**config.mk**
```make
export PLATFORM = sky130hd
export DESIGN_NAME = pc_stack
export DESIGN_NICKNAME = d
export VERILOG_FILES = /design/src/rtl/pc_stack.sv
export SDC_FILE = /design/constraint.sdc
export NUM_CORES = 1
export LEC_CHECK = 0
export CORE_MARGIN = 8
export CORE_UTILIZATION = 58
export CTS_CLUSTER_DIAMETER = 150
export DETAILED_ROUTE_END_ITERATION = 7
export PLACE_DENSITY = 0.89
export SLEW_MARGIN = 30
export SYNTH_ARGS = -nofsm -noshare
export SYNTH_HDL_FRONTEND = slang
export SYNTH_SLANG_ARGS = --single-unit
```
**constraint.sdc**
```tcl
create_clock -name clk -period 6.16 [get_ports clk]
set_clock_uncertainty 0.05 [all_clocks]
set_input_delay 0.616 -clock clk [delete_from_list [all_inputs] [get_ports clk]]
set_output_delay 0.616 -clock clk [all_outputs]
set_load 0.05 [all_outputs]
```
**src/rtl/pc_stack.sv**
```systemverilog
// Program counter with a bounded hardware return stack.
// Supports jump, relative branch, call/return and increment, with sticky overflow and underflow flags.
module pc_stack #(
   parameter int              AW       = 8,
   parameter int              DEPTH    = 4,
   parameter logic [AW-1:0]   RST_ADDR = '0,
   localparam int             DW       = $clog2(DEPTH + 1)
) (
   input  logic          clk,
   input  logic          reset,
   input  logic          freeze,
   input  logic          jump,
   input  logic [AW-1:0] jmpaddr,
   input  logic          branch,
   input  logic [AW-1:0] offset,
   input  logic          call,
   input  logic          ret,
   output logic [AW-1:0] data,
   output logic [DW-1:0] depth,
   output logic          full,
   output logic          empty,
   output logic          ovf,
   output logic          unf
);

   localparam int IW = (DEPTH > 1) ? $clog2(DEPTH) : 1;

   logic [AW-1:0] data_q,  data_d;
   logic [DW-1:0] depth_q, depth_d;
   logic          ovf_q,   ovf_d;
   logic          unf_q,   unf_d;

   logic [AW-1:0] stack_mem [DEPTH];

   logic          push_en;
   logic [IW-1:0] push_idx;
   logic [AW-1:0] push_val;
   logic [DW-1:0] depth_dec;
   logic [IW-1:0] pop_idx;
   logic          is_full;
   logic          is_empty;

   assign is_full   = (depth_q == DW'(DEPTH));
   assign is_empty  = (depth_q == '0);
   assign depth_dec = depth_q - DW'(1);
   assign pop_idx   = depth_dec[IW-1:0];
   assign push_idx  = depth_q[IW-1:0];
   assign push_val  = data_q + AW'(1);

   // Priority chain: reset, ret, call, jump, branch, increment -- one action per cycle.
   always_comb begin
      data_d  = data_q;
      depth_d = depth_q;
      ovf_d   = ovf_q;
      unf_d   = unf_q;
      push_en = 1'b0;
      if (reset) begin
         data_d  = RST_ADDR;
         depth_d = '0;
         ovf_d   = 1'b0;
         unf_d   = 1'b0;
      end else if (ret) begin
         if (is_empty) begin
            unf_d = 1'b1;
         end else begin
            data_d  = stack_mem[pop_idx];
            depth_d = depth_dec;
         end
      end else if (call) begin
         if (is_full) begin
            ovf_d = 1'b1;
         end else begin
            push_en = 1'b1;
            data_d  = jmpaddr;
            depth_d = depth_q + DW'(1);
         end
      end else if (jump) begin
         data_d = jmpaddr;
      end else if (branch) begin
         data_d = data_q + offset;
      end else if (!freeze) begin
         data_d = data_q + AW'(1);
      end
   end

   always_ff @(posedge clk) begin
      data_q  <= data_d;
      depth_q <= depth_d;
      ovf_q   <= ovf_d;
      unf_q   <= unf_d;
   end

   // Stack storage is never reset; depth alone decides which entries are live.
   always_ff @(posedge clk) begin
      if (push_en) begin
         stack_mem[push_idx] <= push_val;
      end
   end

   assign data  = data_q;
   assign depth = depth_q;
   assign full  = is_full;
   assign empty = is_empty;
   assign ovf   = ovf_q;
   assign unf   = unf_q;

endmodule

```
==> metrics.yaml <==
setup_tns_ns: 0
cts_setup_buffers: 0
cts_tree: "done"
antenna_found_initial: 0
fin_nets: 288
r2r_slack_ns: 3.32
antenna_left: 0
maxSlewViolCount: 0
cts_hold_buffers: 0
gp_congestion: 0.844
synth_flop_cell: "edfxtp_1"
finalHoldViolations: 0
ios: 38
m1WireLength_mm: 2.35
die_h_um: 81.9
antennaDiodeCount: 0
finish.utilization_pct: 70.5
dieWidth_um: 81.9
wire_per_inst_um: 17.8
synth_edf_count: 32
post_drt_via_cell_ratio: 5.87
fmax_mhz: 313
r2r_cells: 8
period_share_pct: 51.8
yosysWarnings: 0
num_vias: 1778
status: "complete, no violations"
drc: 0
yosysSeqAreaShare_pct: 48.5
min_path_type: "reg2reg"
drt_wl_total_mm: 5.39
cp-startpoint: "depth[0]$_SDFFE_PP0P_"
startpoint_type: "flip-flop"
cts_root_buf: "clkbuf_8"
grt_max_degree: 27
async_reset_ff_share_pct: 0
seq_area_sq_um: 1220
ys_types: 50
route.met3.wl_um: 236
ir_drop_uv: 188
timing.final.crit_period_ns: 3.19
cts_sinks: 45
top_layer: "met4"
clk_pin_slew_ns: 0.09
cts_buffers: 5
path_common_cell: "ha_1"
avgSynthCellArea_sq_um: 11.8
drive_gt1_share_pct: 8.76
final-setup-viol-count: 0
grt_pass1_vias: 1778
path_depth: 4
fp-row-count: 24
ctsResizeCount: 0
port_buffers: 37
dr_wl_met2_mm: 2.74
grt_util_all_layers_pct: 16.7
ys_ff_latch: 45
clock_path_buffers: 2
synth_cells: 214
powerDensity_nw_per_um2: 391
cp_slowest_stage_delay_ns: 0.73
rsz0062_at_grt: "no"
required_ns: 5.49
cp_max_fo: 12
critPathKind: "reg2out"
drt_first_pass_iters: 4
critical_path_buf_inv_count: 2
die_area_sq_um: 6700
relSlewSlack_pct: 40.5
grt_pass1_wl_mm: 8.63
worstPathArrival_ns: 2.53
crit_family: "buffers and inverters"
core_sq_um: 4260
crit_slowest_cell: "dfxtp_1"
cp_cell_sequence: "inv_1 > ha_1 > ha_1 > clkdlybuf4s50_1"
grt_overflow_total: 0
insertion_delay_ns: 0.30
end_kind: "output port"
hpwl_mm: 3.97
setup.worst_path.end: "empty"
timing.rr.end: "data[6]$_SDFFE_PP0P_"
drtIter0Drc: 137
cts-htree-levels: 2
fillers: 313
synth_area_sq_um: 2520
p_leak_uw: 0.00111
syn2layout_area_growth_pct: 19.4
maxCapViolCount: 0
synth_fp_nets: 252
initial_core_util_pct: 59.0
tightest_slew_ns: 0.889
multiInputGateArea_sq_um: 1210
worst_r2r_startpoint: "depth[0]$_SDFFE_PP0P_"
==> worst register-to-register path, stage by stage, from the launching register on <==
cell      delay (ns)
dfxtp_1         0.73
inv_1           0.20
ha_1            0.29
ha_1            0.22
and3b_1         0.22
a221o_1         0.37
a221o_1         0.32
a211oi_1        0.20
a211oi_1        0.10
==> cells in the mapped netlist (4+ instances only) <==
| cell | n | area (sq um) |
|---|---|---|
| and3_1 | 4 | 25.0 |
| ha_1 | 14 | 175 |
| nand2_1 | 7 | 26.3 |
| and2_1 | 5 | 31.3 |
| o21ai_0 | 6 | 30.0 |
| clkbuf_1 | 4 | 15.0 |
| dfxtp_1 | 13 | 260 |
| a211oi_1 | 11 | 82.6 |
| nor3_1 | 5 | 25.0 |
| xor2_1 | 5 | 43.8 |
| xnor2_1 | 5 | 43.8 |
| nand2b_1 | 4 | 25.0 |
| mux4_2 | 7 | 158 |
| nor2_1 | 25 | 93.8 |
| inv_1 | 9 | 33.8 |
| edfxtp_1 | 32 | 961 |
| a21oi_1 | 10 | 50.1 |
==> layer usage <==
layer | GRT usage [%] | vias up
met3 | 3.94 | 7
met2 | 28.0 | 33
met5 | 0 | -
li1 | - | 879
met4 | 6.67 | 0
met1 | 20.3 | 859
==> cell type report <==
type / instances / share of cell area (%)
Clock buffer: 5 / 2.29
Clock inverter: 3 / 1.37
Inverter: 9 / 1.12
Multi-Input combinational cell: 152 / 40.1
Sequential cell: 45 / 40.6
Tap cell: 52 / 2.16
Timing Repair Buffer: 37 / 12.3
==> where the power goes <==
group          switching [uW]  internal (uW)
combinational             305            215
sequential               51.4            380
clock                     102            119
==> worst min path at each step <==
stage                     start                    to  depth (start not counted)
6_report       ovf$_SDFFE_PP0P_      ovf$_SDFFE_PP0P_                          2
5_1_grt        ovf$_SDFFE_PP0P_      ovf$_SDFFE_PP0P_                          2
4_1_cts        ovf$_SDFFE_PP0P_      ovf$_SDFFE_PP0P_                          2
3_5_place_dp   ovf$_SDFFE_PP0P_      ovf$_SDFFE_PP0P_                          2
3_3_place_gp   unf$_SDFFE_PP0P_      unf$_SDFFE_PP0P_                          2
2_1_floorplan             reset  data[4]$_SDFFE_PP0P_                          1
==> layout by cell type, fill, tap and decap left out, drive strengths merged, types with 4 or more instances in the layout <==
cell           instances
ha                    14
nand2b                 4
edfxtp                32
dfxtp                 13
xnor2                  5
inv                    9
a21oi                 11
a211oi                11
mux4                   8
clkdlybuf4s50         37
o21ai                  7
xor2                   5
nor2                  26
clkbuf                 5
and3                   4
nand2                  7
and2                   5
nor3                   6
==> cells by family (layout without fill, tap and decap cells) <==
group,Yosys count,count (layout),share of synthesized area (%)
flip-flops,45,45,48.5
buffers and inverters,17,54,3.58
adder cells (fa/ha/maj),15,15,7.75
XOR/XNOR,10,10,3.48
multiplexers,11,11,8.55
AO/OA/AOI/OAI,46,46,13.1
AND/OR/NAND/NOR,70,70,15.1
==> state kept, by name, indices dropped and copies added (netlist names) <==
name,count
data,8
unf,1
stack_mem,32
ovf,1
depth,3
==> through the flow <==
step	setup WS (ns)	area [sq um]	total power [uW]	instances	hold slack [ns]
3_5_place_dp	2.88	2900	956	295	0.425
3_3_place_gp	2.91	2900	947	295	0.412
2_1_floorplan	3.05	2520	810	214	0.634
4_1_cts	2.91	3010	1180	303	0.450
6_report	2.97	3010	1170	303	0.449
5_1_grt	2.78	3010	1240	303	0.473
Power figures use the tool's default switching activity.
